## config.mk

```make
export PLATFORM = sky130hd
export DESIGN_NAME = fpnew_wb_buffer
export DESIGN_NICKNAME = d
export VERILOG_FILES = /design/src/rtl/fpnew_pkg.sv /design/src/rtl/fpnew_wb_buffer.sv
export SDC_FILE = /design/constraint.sdc
export NUM_CORES = 1
export LEC_CHECK = 0
export BUFFER_PORTS_ARGS = -buffer_cell sky130_fd_sc_hd__buf_2
export CORE_ASPECT_RATIO = 1.2
export CORE_MARGIN = 2
export CORE_UTILIZATION = 57
export CTS_CLUSTER_DIAMETER = 60
export CTS_CLUSTER_SIZE = 24
export DETAILED_ROUTE_END_ITERATION = 7
export PLACE_DENSITY = 0.8
export SLEW_MARGIN = 5
export SYNTH_ARGS = -nofsm -noshare
export SYNTH_HDL_FRONTEND = slang
export SYNTH_SLANG_ARGS = --single-unit
```

## constraint.sdc

```tcl
create_clock -name clk_i -period 4.5 [get_ports clk_i]
set_clock_uncertainty 0.15 [all_clocks]
set_input_delay 0.45 -clock clk_i [delete_from_list [all_inputs] [get_ports clk_i]]
set_output_delay 0.45 -clock clk_i [all_outputs]
set_load 0.01 [all_outputs]
```

## src/rtl/fpnew_pkg.sv

```systemverilog
// Shared FPU types used across the fpnew blocks.
// Only the IEEE exception-flag bundle is needed by the writeback buffer.
`timescale 1ns/1ps
package fpnew_pkg;

    // Exception flags: invalid, divide-by-zero, overflow, underflow, inexact.
    typedef struct packed {
        logic NV;
        logic DZ;
        logic OF;
        logic UF;
        logic NX;
    } status_t;

endpackage

```

## src/rtl/fpnew_wb_buffer.sv

```systemverilog
// Writeback FIFO for FP results with status/tag, plus sticky accrued flags.
// Outputs come straight from registered storage; no fall-through path.
`timescale 1ns/1ps
module fpnew_wb_buffer import fpnew_pkg::*; #(
    parameter int unsigned Width   = 64,
    parameter int unsigned Depth   = 4,
    parameter type         TagType = logic
) (
    input  logic                       clk_i,
    input  logic                       rst_i,
    input  logic                       flush_i,
    input  logic                       in_valid_i,
    output logic                       in_ready_o,
    input  logic [Width-1:0]           result_i,
    input  status_t                    status_i,
    input  TagType                     tag_i,
    output logic                       out_valid_o,
    input  logic                       out_ready_i,
    output logic [Width-1:0]           result_o,
    output status_t                    status_o,
    output TagType                     tag_o,
    input  logic                       fflags_clear_i,
    output status_t                    fflags_o,
    output logic [$clog2(Depth+1)-1:0] usage_o,
    output logic                       busy_o
);

    localparam int unsigned AW = $clog2(Depth);
    localparam int unsigned CW = $clog2(Depth+1);

    typedef struct packed {
        logic [Width-1:0] result;
        status_t          status;
        TagType           tag;
    } entry_t;

    entry_t          mem [Depth];
    logic [AW-1:0]   wr_ptr, rd_ptr;
    logic [CW-1:0]   usage;
    logic            push, pop;

    // Ready depends only on the registered count, so out_ready_i never reaches it.
    assign in_ready_o  = (usage != CW'(Depth));
    assign out_valid_o = (usage != '0);
    assign busy_o      = out_valid_o;
    assign usage_o     = usage;

    assign push = in_valid_i && in_ready_o && !flush_i;
    assign pop  = out_valid_o && out_ready_i && !flush_i;

    // Entry storage is intentionally left out of reset.
    always_ff @(posedge clk_i) begin
        if (push) mem[wr_ptr] <= '{result: result_i, status: status_i, tag: tag_i};
    end

    assign result_o = mem[rd_ptr].result;
    assign status_o = mem[rd_ptr].status;
    assign tag_o    = mem[rd_ptr].tag;

    // Pointers wrap naturally since Depth is a power of two.
    always_ff @(posedge clk_i or posedge rst_i) begin
        if (rst_i) begin
            wr_ptr <= '0;
            rd_ptr <= '0;
            usage  <= '0;
        end else if (flush_i) begin
            wr_ptr <= '0;
            rd_ptr <= '0;
            usage  <= '0;
        end else begin
            if (push) wr_ptr <= wr_ptr + AW'(1);
            if (pop)  rd_ptr <= rd_ptr + AW'(1);
            case ({push, pop})
                2'b10:   usage <= usage + CW'(1);
                2'b01:   usage <= usage - CW'(1);
                default: usage <= usage;
            endcase
        end
    end

    // Clear with a same-cycle pop restarts accumulation from the popped flags.
    always_ff @(posedge clk_i or posedge rst_i) begin
        if (rst_i) begin
            fflags_o <= '0;
        end else if (pop) begin
            fflags_o <= fflags_clear_i ? status_o : (fflags_o | status_o);
        end else if (fflags_clear_i) begin
            fflags_o <= '0;
        end
    end

endmodule
```

After elaboration in Yosys (flattened, before gate mapping)
Memory sizes are Yosys's and may differ from the RTL's.
Cells that the tools add are included.
{ "totals": {"ff_bits": 12, "latchBits": 0, "mem_bits_rw": 280, "rom_bits": 0, "output_inout_bits": 81, "word_cells": 38, "memories": 1} }
{ "memory_table": {"columns": ["memory", "words", "word_bits", "read_ports", "rd_clocked_by_memory_dff", "write_ports", "line_no", "source"], "rows": [
  ["mem", 4, 70, 1, 0, 1, "fpnew_wb_buffer.sv:37", "entry_t mem [Depth];"]
]} }
{ "op_classes": {"addsub": 4, "mul": 0, "n_div": 0, "n_lt_le_gt_ge": 0, "eq_ne": 3, "shift": 0, "mux": 11, "bitwise": 1, "n_reduce_logical": 10} }
{ "ops": {"columns": ["op", "count"], "rows": [
  ["$mux 5", 3],
  ["$mux 2", 4],
  ["$pmux 3 s2", 1],
  ["$reduce_bool 2->1", 3],
  ["$reduce_bool 3->1", 2],
  ["$or 5x5->5", 1],
  ["$add 2x1->2 const B", 2],
  ["$logic_and 1x1->1", 4],
  ["$add 3x1->3 const B", 1],
  ["$mux 3", 1],
  ["$ne 3x3->1 const B", 1],
  ["$sub 3x1->3 const B", 1],
  ["$eq 2x1->1 const B", 1],
  ["$eq 2x2->1 const B", 1],
  ["$mux 1", 2],
  ["$logic_not 1->1", 1]
]} }

Longest topological paths before layout
Gate-level depths: netlist of run 1.
{ "depth": {"word_depth": 6, "ltp_mapped": 9} }

Least setup slack after synthesis of run 1
No wires, ideal clock.
{ "synth_timing": {"path_type": "reg-to-reg", "from": "register usage[1], in the netlist usage_o[1]", "to": "memory mem[0][0] (netlist bit) (enable)", "setup_time_ns": 0.436, "arrival_ns": 2.624, "required_ns": 3.914, "path_slack_ns": 1.291, "stages_incl_launch_ff": 5, "cell_sequence": "dfrtp_1 > buf_2 > nor3b_1 > nor3_1 > and2_1"} }
{ "synth_between": {"elab_chain_len": 5} }
{ "synth_rtl": {"columns": ["element", "line_no", "source"], "rows": [
  ["start, declared", "fpnew_wb_buffer.sv:39", "logic [CW-1:0] usage;"],
  ["start signal, assigned", "fpnew_wb_buffer.sv:74", "2'b10: usage <= usage + CW'(1);"],
  ["start signal, assigned", "fpnew_wb_buffer.sv:75", "2'b01: usage <= usage - CW'(1);"],
  ["start signal, assigned", "fpnew_wb_buffer.sv:76", "default: usage <= usage;"],
  ["$ne 3x3->1", "fpnew_wb_buffer.sv:43", "assign in_ready_o = (usage != CW'(Depth));"],
  ["$logic_and 1x1->1 (2 in series)", "fpnew_wb_buffer.sv:48", "assign push = in_valid_i && in_ready_o && !flush_i;"],
  ["$mux 1", "fpnew_wb_buffer.sv:53", "if (push) mem[wr_ptr] <= '{result: result_i, status: status_i, tag: tag_i};"],
  ["$mux 1 (implied by the code)", "fpnew_wb_buffer.sv:53", null],
  ["end, declared", "fpnew_wb_buffer.sv:37", null]
]} }
Every way passes these cells.

Final worst setup path of run 1
{ "layout_timing": {"from": "register rd_ptr[0]", "to": "output result_o[24]"} }
{ "layout_between": {"elab_chain_len": 1} }
{ "layout_rtl": {"columns": ["element", "line_no", "source"], "rows": [
  ["start, declared", "fpnew_wb_buffer.sv:38", "logic [AW-1:0] wr_ptr, rd_ptr;"],
  ["start signal, assigned", "fpnew_wb_buffer.sv:72", "if (pop) rd_ptr <= rd_ptr + AW'(1);"],
  ["$mem_v2 4x70", null, null],
  ["end, declared", "fpnew_wb_buffer.sv:19", "output logic [Width-1:0] result_o,"]
]} }
Every way passes these cells.

==> flow_summary.ini, run 1 <==
[power_and_ir_drop]
p_sw_share_pct = 23.6
internal_power_mw = 4.24
peakVddDrop_mv = 0.475
power.total_mw = 5.55
p_switching_mw = 1.31
seqPwrFrac_pct = 57.6
comb_power_share_pct = 14.5
power.density_mw_per_mm2 = 448
pwr-share-clk_pct = 27.8
p_leak_nw = 4.11

[die]
rows = 55
core_area_mm2 = 0.0188
die_area_mm2 = 0.0202
pin_count = 157
die_h_um = 155
floorplan.initialDensity_pct = 57.8
die_w_um = 130

[synthesis]
synth-edff-count = 280
postSynthAreaPerCell_um2 = 24.4
synth_top_area_cell = edfxtp_1
ys_async_sr_fraction_pct = 4.11
synth_seq_cells = 292
ys_types = 37
synth.top_cells.by_count = 280 x edfxtp_1, 70 x mux4_2, 12 x dfrtp_1, 9 x buf_2, 8 x inv_1
synth_area_leaders = edfxtp_1 77%, mux4_2 15%, dfrtp_1 2.8%
synth_area_mm2 = 0.0109
synth_most_common_cell = edfxtp_1
seq_area_frac_synth_pct = 80.1
synth_top_area_share_pct = 77.4
synth_nets = 527
syn_inst = 446
synth_ff_type = edfxtp_1
ys_warn_count = 0

[outcome]
status = finished clean

[setup_path]
critical_path_buf_inv_count = 2
arrival_ns = 2.62
cp.required_ns = 3.90
crit_family = flip-flops
crit_type = register to output port
cp-end-kind = output port
crit_path_max_fanout = 39
slowest_stage = dfrtp_4
setup.worst_path.start_class = register
slowest_delay_ns = 0.96
path_cells = buf_12 > mux4_2 > buf_2

[clocking]
clockBufferDepth = 3
clkSinkCount = 292
clk_pin_slew_ns = 0.09
cts.repair.resized = 0
insertion_delay_ns = 0.49
cts_buffers = 16
post_cts.repair.setup_buffers = 0
cts_root_buf = clkbuf_16
h-tree-depth = 1
cts_tree = done

[timing]
grt_setup_unrepaired = no
final_max_slew_viol_count = 0
setup_tns_ns = 0
setup_viol = 0
min_period_over_period_pct = 71.6
max_freq_mhz = 310
fin_crit_ns = 3.22
worst_pin_slew_ns = 1.08
slew_headroom_pct = 27.7
hold_viol = 0

[global_route]
overflow = 0
grt_pass1_wl_um = 29600
grt_max_degree = 72
grt_pass1_vias = 5209
antenna_found_initial = 4
grt_usage_pct = 19.5

[placed_design]
gp_congestion = 0.684
dpl.hpwl_um = 11400
port_buffers = 156

[route]
drt-vias-per-instance = 5.76
via_count = 5006
drc = 0
drtPass1Iterations = 4
ant_nets = 0
drtIter0Drc = 422
routedWlPerCell_um = 22.4
drt-total-wl_um = 19500

[cells_and_area]
drive_gt1_share_pct = 43.2
area_growth_pct = 13.9
fin_nets = 680

[flow_run]
maxCapViolCount = 0

[hold_path]
hold_class = input port to register
cells in the final DEF (no fill, tap or decap), types with 2 or more instances in the layout:
master     Yosys  layout
edfxtp_1     280     280
buf_2          9     156
mux4_2        70      70
clkbuf_16      0      17
dfrtp_1       12      10
inv_1          8       8
clkbuf_1       6       7
nor2_1         5       5
a22o_2         5       5
diode_2        0       4
a21oi_1        4       4
and2_4         0       4
ha_1           4       4
o21ai_0        3       3
nand3_1        3       3
o211ai_1       2       2
a311o_1        2       2
xor2_1         2       2
dfrtp_4        0       2
power groups by stage:
stage | clock network (mW) | registers [mW] | logic, mW
final | 1.54 | 3.20 | 0.806
after global routing | 1.68 | 3.22 | 0.868
after CTS | 1.58 | 3.20 | 0.823
after detailed placement | 0 | 3.27 | 0.818
after global placement | 0 | 3.25 | 0.797
after floorplan | 0 | 3.17 | 0.601
layout make-up:
type	count	area (um^2)
Clock buffer	25	465
Multi-Input combinational cell	123	2000
Inverter	8	30.0
Clock inverter	3	23.8
Tap cell	256	320
Timing Repair Buffer	158	811
Fill cell	1227	6410
Antenna cell	4	10.0
Sequential cell	292	8720
layer usage:
metal,vias up,share of wire (%),global-route usage [%]
met5,-,0,0
met4,0,2.2,5.73
met3,26,6.4,4.23
met2,149,53,33.4
met1,2640,38,25.5
li1,2191,-,-
stage by stage:
| stage | utilization (%) | cell area, um^2 | hold WS (ns) | cells | worst slack [ns] |
|---|---|---|---|---|---|
| final | 65.9 | 12400 | 0.0204 | 869 | 1.28 |
| after global routing | 65.9 | 12400 | 0.00237 | 867 | 1.09 |
| after CTS | 65.8 | 12400 | 0.000446 | 865 | 1.20 |
| after detailed placement | 63.2 | 11900 | 0.345 | 836 | 1.73 |
| after global placement | 63.2 | 11900 | 0.322 | 836 | 1.75 |
| after floorplan | - | 10900 | 0.165 | 446 | 1.29 |
registers in the layout (all words and copies together) (netlist names):
register,cells
mem,280
fflags_o,5
rd_ptr,2
usage_o,3
wr_ptr,2
cell families after synthesis:
group                    after synthesis  share of synthesized area, %
flip-flops                           292                          80.1
multiplexers                          71                          14.6
buffers and inverters                 31                          1.52
AO/OA/AOI/OAI                         23                          1.64
AND/OR/NAND/NOR                       21                          1.21
adder cells (fa/ha/maj)                5                         0.645
XOR/XNOR                               3                         0.242
path summary, 6_finish.rpt:
| kind | start | end | slack [ns] | cells after the start |
|---|---|---|---|---|
| setup / recovery | rd_ptr[0]$_DFFE_PP0P_ | result_o[24] | 1.28 | 3 |
| hold / removal | result_i[63] | mem[2][69]$_DFFE_PP_ | 0.02 | 1 |
| setup reg to reg | usage_o[1]$_DFFE_PP0P_ | usage_o[1]$_DFFE_PP0P_ | 1.81 | 7 |
| hold reg to reg | fflags_o[3]$_DFFE_PP0P_ | fflags_o[3]$_DFFE_PP0P_ | 0.36 | 1 |
| max in group asynchronous | rst_i | rd_ptr[0]$_DFFE_PP0P_ | 3.44 | 3 |
| min in group asynchronous | rst_i | fflags_o[0]$_DFFE_PP0P_ | 0.38 | 3 |
worst reg2reg max path, stage by stage (launching register included):
cell	delay (ns)
dfrtp_1	0.53
or3_4	0.44
and3b_4	0.23
a21boi_0	0.14
fa_1	0.54
nor2b_1	0.06
o41ai_1	0.34
a311o_1	0.19
repair_timing:
action,4_1_cts,5_1_grt
hold buffers,1,0
setup endpoints to repair,0,0
hold endpoints to repair,12,0
(Power assumes the default switching activity.)
==> inputs of run 2 (changes only) <==
--- a/config.mk
+++ b/config.mk
@@ -5,6 +5,7 @@
 export SDC_FILE = /design/constraint.sdc
 export NUM_CORES = 1
 export LEC_CHECK = 0
+export ABC_AREA = 1
 export BUFFER_PORTS_ARGS = -buffer_cell sky130_fd_sc_hd__buf_2
 export CORE_ASPECT_RATIO = 1.2
 export CORE_MARGIN = 2
@@ -12,7 +13,7 @@
 export CTS_CLUSTER_DIAMETER = 60
 export CTS_CLUSTER_SIZE = 24
 export DETAILED_ROUTE_END_ITERATION = 7
-export PLACE_DENSITY = 0.8
+export PLACE_DENSITY = 0.79
 export SLEW_MARGIN = 5
 export SYNTH_ARGS = -nofsm -noshare
 export SYNTH_HDL_FRONTEND = slang
==> constraint.sdc (replaced) <==
create_clock -name clk_i -period 3.4 [get_ports clk_i]
set_clock_uncertainty 0.15 [all_clocks]
set_input_delay 0.34 -clock clk_i [delete_from_list [all_inputs] [get_ports clk_i]]
set_output_delay 0.34 -clock clk_i [all_outputs]
set_load 0.01 [all_outputs]
==> run 2 against run 1 <==
Combinational power grew to 2.8 times the previous value; utilization grew 4.4 points; routed wire length up 14%; design area rose by 7.5%; clock-buffer cell count shrank 8; global-route usage increased by 2.2 points; synthesized cell count increased by 73%; flip-flop and latch count is the same; worst setup slack worse by 0.77 ns.
==> flow_summary.ini, run 2 <==
[synthesis]
ys_types = 27
synth_seq_cells = 292
ys_async_sr_fraction_pct = 4.11
ys_warn_count = 0
synth_area_mm2 = 0.0110
synth_area_leaders = edfxtp_1 76%, nor2_1 4.6%, o21ai_0 4.0%
synth_top_area_cell = edfxtp_1
seq_area_frac_synth_pct = 78.9
syn_inst = 772
synth_ff_type = edfxtp_1
synth-simple-area-share_pct = 7.13
synth_top_area_share_pct = 76.1
synth_nets = 853
postSynthAreaPerCell_um2 = 14.3
synth_most_common_cell = edfxtp_1
synth.top_cells.by_count = 280 x edfxtp_1, 135 x nor2_1, 88 x o21ai_0, 70 x o22ai_1, 46 x o21ai_1
synth_compound_area_share_pct = 10.5
synth_fa_ha_area_share_pct = 0.635
synth-edff-count = 280
synth_top_family_by_area = compound AO/OA/AOI/OAI gates
synth-xor-area-share_pct = 0.0793
muxShareOfSynthArea_pct = 0

[power_and_ir_drop]
power.total_mw = 8.55
power.density_mw_per_mm2 = 642
p_leak_nw = 4.77
peakVddDrop_mv = 0.505
p_sw_share_pct = 30.2
internal_power_mw = 5.96
comb_power_share_pct = 26.3
p_switching_mw = 2.58
pwr-share-clk_pct = 23.5
seqPwrFrac_pct = 50.2

[flow_run]
maxCapViolCount = 0

[timing]
slew_headroom_pct = 56.2
fin_crit_ns = 2.89
worst_pin_slew_ns = 0.657
grt_setup_unrepaired = no
layout_setup_ws_ns = 0.505
max_freq_mhz = 345
hold_viol = 0
min_period_over_period_pct = 85.1
setup_viol = 0
final_max_slew_viol_count = 0

[global_route]
grt_max_degree = 144
grt_pass1_vias = 6793
antenna_found_initial = 2
overflow = 0
grt_usage_pct = 21.8
grt_pass1_wl_um = 34400

[cells_and_area]
final_common_cell = edfxtp_1
area_growth_pct = 20.5
top_register = mem
most-common-layout-cells = 280 x edfxtp_1, 156 x buf_2, 131 x nor2_1
post-route-util_pct = 70.3
largest_reg_flops = 280
fin_nets = 1067
drive_gt1_share_pct = 21.5
final_cell_count_no_fill = 1248

[route]
wl_met2_um = 11200
drt-met1-wl_um = 9290
top_layer_used = met4
drt-total-wl_um = 22100
drt-vias-per-instance = 5.52
drtIter0Drc = 476
wl_met3_um = 1030
routedWlPerCell_um = 17.7
ant_nets = 0
drtPass1Iterations = 7
via_count = 6883
drc = 0

[clocking]
cts_root_buf = clkbuf_16
h-tree-depth = 1
clockBufferDepth = 3
clkSinkCount = 292
cts.repair.resized = 0
post_cts.repair.setup_buffers = 0
insertion_delay_ns = 0.49
cts_buffers = 16
clk_pin_slew_ns = 0.09
cts_tree = done

[placed_design]
place_inst = 1151
gp_congestion = 0.769
dp_slack_ns = 1.04
port_buffers = 156
dpl.hpwl_um = 12200

[setup_path]
setup.worst_path.start_class = register
cp-end-kind = output port
reg2reg_slack_ns = 1.02
r2r-start = usage_o[0]$_DFFE_PP0P_
cp.required_ns = 2.91
crit_path_max_fanout = 42
crit_type = register to output port
rr_endpoint = mem[3][43]$_DFFE_PP_
cp-endpoint = result_o[0]
critPathLaunch = rd_ptr[1]$_DFFE_PP0P_
ff2ff_path_depth = 7
arrival_ns = 2.40

[hold_path]
hold_class = input port to register
min-delay-start = out_ready_i

[outcome]
status = finished clean

[die]
die_area_mm2 = 0.0205
core_area_mm2 = 0.0189
die_w_um = 131
rows = 55
floorplan.initialDensity_pct = 58.3
die_h_um = 156
pin_count = 157
-- run 2: kinds of logic after synthesis --
logic type | Yosys count
adders and majority gates | 5
AOI/OAI and AO/OA | 209
and+or+nand+nor | 193
buffers and inverters | 72
DFF | 292
xor gates and xnor gates | 1
-- run 2: per-stage QoR --
stage | hold slack (ns) | setup TNS [ns] | instance area [um^2]
floorplan | 0.0547 | -12.30 | 11100
global placement | 0.236 | 0 | 12100
detailed placement | 0.252 | 0 | 12100
CTS | 0.0718 | 0 | 13300
global route | 0.100 | 0 | 13300
finish | 0.0869 | 0 | 13300
-- run 2: how the worst min path moves through the flow --
stage,depth (start not counted),end,slack (ns)
global route,3,fflags_o[0]$_DFFE_PP0P_,0.10
global placement,2,fflags_o[3]$_DFFE_PP0P_,0.24
finish,3,fflags_o[0]$_DFFE_PP0P_,0.09
detailed placement,2,fflags_o[3]$_DFFE_PP0P_,0.25
CTS,3,fflags_o[0]$_DFFE_PP0P_,0.07
floorplan,1,fflags_o[0]$_DFFE_PP0P_,0.05
-- run 2: area by class of cell --
cell class	count	area, um^2
Inverter	25	96.3
Antenna cell	2	5.00
Sequential cell	292	8710
Tap cell	256	320
Timing Repair Buffer	243	1640
Clock inverter	5	53.8
Fill cell	1248	5620
Clock buffer	17	425
Multi-Input combinational cell	408	2050
-- run 2: critical path, cell delays in order, from the launching register on --
cell	delay, ns
dfrtp_2	0.72
buf_4	0.54
o21ai_0	0.21
o22ai_1	0.24
buf_2	0.17
-- run 2: repair_timing --
action	CTS	global route
hold buffers	73	0
endpoints found under the hold margin	299	0
endpoints found under the setup margin	0	0
-- run 2: metal layers --
metal / up-vias / GRT usage, %
li1: 3277 / -
met1: 3347 / 29.2
met2: 212 / 36.2
met3: 47 / 3.04
met4: 0 / 8.61
met5: - / 0
-- run 2: power groups by stage --
stage | clock network (mW) | logic (mW) | registers, mW
2_1_floorplan | 0 | 1.37 | 4.36
3_3_place_gp | 0 | 2.15 | 4.36
3_5_place_dp | 0 | 2.18 | 4.37
4_1_cts | 2.05 | 2.26 | 4.29
5_1_grt | 2.17 | 2.48 | 4.31
6_report | 2.01 | 2.25 | 4.29
==> inputs of run 3 (changes only) <==
==> constraint.sdc (replaced) <==
create_clock -name clk_i -period 3.4 [get_ports clk_i]
set_clock_uncertainty 0.15 [all_clocks]
set_input_delay 0.34 -clock clk_i [delete_from_list [all_inputs] [get_ports clk_i]]
set_output_delay 0.34 -clock clk_i [all_outputs]
set_load 0.005 [all_outputs]
==> run 3 against run 2 <==
Clock-buffer cell count increased by 6; critical path type unchanged; sequential power hardly changed; flip-flop and latch count unchanged; worst setup slack better by 0.15 ns; register-to-register slack improved by 0.02 ns; routed wire length rose by 3.0%; worst hold slack worse by 0.064 ns.
==> flow_summary.ini, run 3 (same netlist as run 2, synthesis figures left out) <==
[timing]
setup_tns_ns = 0
max_freq_mhz = 365
worst_pin_slew_ns = 0.768
worst_hold_slack_ns = 0.0230
hold_viol = 0
grt_setup_unrepaired = no
min_period_over_period_pct = 80.6
setup_viol = 0
final_max_slew_viol_count = 0
slew_headroom_pct = 48.8
fin_crit_ns = 2.74

[route]
ant_nets = 0
drtPass1Iterations = 6
routedWlPerCell_um = 18.2
drtIter0Drc = 586
drc = 0
drt-total-wl_um = 22800
drt-vias-per-instance = 5.58
via_count = 6973

[placed_design]
gp_congestion = 0.737
dpl.hpwl_um = 12300
port_buffers = 156

[die]
die_h_um = 156
core_area_mm2 = 0.0189
die_area_mm2 = 0.0205
die_w_um = 131
pin_count = 157
rows = 55
floorplan.initialDensity_pct = 58.3

[cells_and_area]
fin_nets = 1065
largest_reg_flops = 280
most-common-layout-cells = 280 x edfxtp_1, 156 x buf_2, 131 x nor2_1
area_growth_pct = 20.7
final_common_cell = edfxtp_1
n_fill_cell = 1237
top_register = mem
drive_gt1_share_pct = 21.5

[setup_path]
slowest_stage = buf_4
crit_type = register to output port
crit_family = buffers and inverters
cp.required_ns = 2.91
cp-end-kind = output port
slowest_delay_ns = 0.55
crit_path_max_fanout = 70
setup.worst_path.start_class = register
path_cells = buf_4 > o21ai_0 > o22ai_1 > buf_2
critical_path_buf_inv_count = 2
arrival_ns = 2.25

[power_and_ir_drop]
internal_power_mw = 5.95
power.density_mw_per_mm2 = 631
pwr-share-clk_pct = 23.8
seqPwrFrac_pct = 50.8
p_sw_share_pct = 29.2
comb_power_share_pct = 25.4
power.total_mw = 8.41
p_leak_nw = 4.77
peakVddDrop_mv = 0.506
p_switching_mw = 2.46

[clocking]
cts.repair.resized = 0
cts_root_buf = clkbuf_16
post_cts.repair.setup_buffers = 0
cts_tree = done
insertion_delay_ns = 0.48
h-tree-depth = 1
clk_pin_slew_ns = 0.09
clockBufferDepth = 3
clkSinkCount = 292
cts_buffers = 16

[global_route]
grt_usage_pct = 22.0
grt_pass1_vias = 6815
grt_max_degree = 144
grt_pass1_wl_um = 34800
antenna_found_initial = 1
overflow = 0

[flow_run]
maxCapViolCount = 0

[hold_path]
hold_class = input port to register

[outcome]
status = finished clean
[run 3: cell count changes in the layout (fill, tap and decap cells not counted)]
cell | previous run | this run
clkinv_1 | 2 | 0
buf_4 | 12 | 9
clkinv_4 | 0 | 1
clkbuf_8 | 0 | 2
buf_12 | 2 | 4
clkbuf_1 | 0 | 4
clkinv_2 | 1 | 0
bufinv_16 | 1 | 0
dlygate4sd3_1 | 73 | 72
[run 3: final timing paths]
path,end,slack (ns),start,cells after the start
hold reg to reg,fflags_o[1]$_DFFE_PP0P_,0.38,fflags_o[1]$_DFFE_PP0P_,2
max in group asynchronous,rd_ptr[0]$_DFFE_PP0P_,2.48,rst_i,3
setup reg to reg,mem[2][40]$_DFFE_PP_,1.04,usage_o[0]$_DFFE_PP0P_,7
hold / removal,usage_o[2]$_DFFE_PP0P_,0.02,flush_i,4
setup / recovery,result_o[25],0.66,rd_ptr[1]$_DFFE_PP0P_,4
min in group asynchronous,fflags_o[3]$_DFFE_PP0P_,0.26,rst_i,3
[run 3: repair_timing]
| item | 4_1_cts | 5_1_grt |
|---|---|---|
| hold endpoints to repair | 297 | 0 |
| hold buffers | 72 | 0 |
| endpoints found under the setup margin | 0 | 0 |
[run 3: power by group through the flow]
stage / Clock (mW) / Sequential [mW] / Combinational (mW)
2_1_floorplan: 0 / 4.36 / 1.21
3_3_place_gp: 0 / 4.34 / 2.02
3_5_place_dp: 0 / 4.36 / 2.05
4_1_cts: 2.04 / 4.28 / 2.13
5_1_grt: 2.16 / 4.30 / 2.35
6_report: 2.00 / 4.28 / 2.13
[run 3: stage by stage]
| stage | area [um^2] | std cells | setup WS (ns) | util, % |
|---|---|---|---|---|
| 6_report | 13300 | 1249 | 0.660 | 70.4 |
| 5_1_grt | 13300 | 1248 | 0.517 | 70.4 |
| 4_1_cts | 13300 | 1247 | 0.643 | 70.4 |
| 3_5_place_dp | 12100 | 1150 | 1.05 | 64.0 |
| 3_3_place_gp | 12100 | 1150 | 1.10 | 64.0 |
| 2_1_floorplan | 11000 | 772 | -1.13 | - |
[run 3: area by class of cell]
class	count	area (um^2)	share of cell area, %
tap	256	320	2.40
sequential	292	8710	65.4
timing repair buffer	241	1650	12.4
inverter	25	96.3	0.723
multi-input combinational	408	2050	15.4
clock inverter	2	20.0	0.150
clock buffer	23	468	3.51
antenna	2	5.00	0.0376
[run 3: tightest hold or removal path, delay by kind of cell]
kind | cells | cell delay (ns)
AO/OA/AOI/OAI | 1 | 0.05
buffers and inverters | 1 | 0.13
AND/OR/NAND/NOR | 2 | 0.10
[run 3: metal layers]
layer  track usage [%]  vias to the layer above  routed length [um]
met1              29.0                     3402                8880
met2              38.2                      270               12000
met4              7.45                        0                 433
met3              2.63                       27                1420
met5                 0                        -                   0
li1                  -                     3274                   -
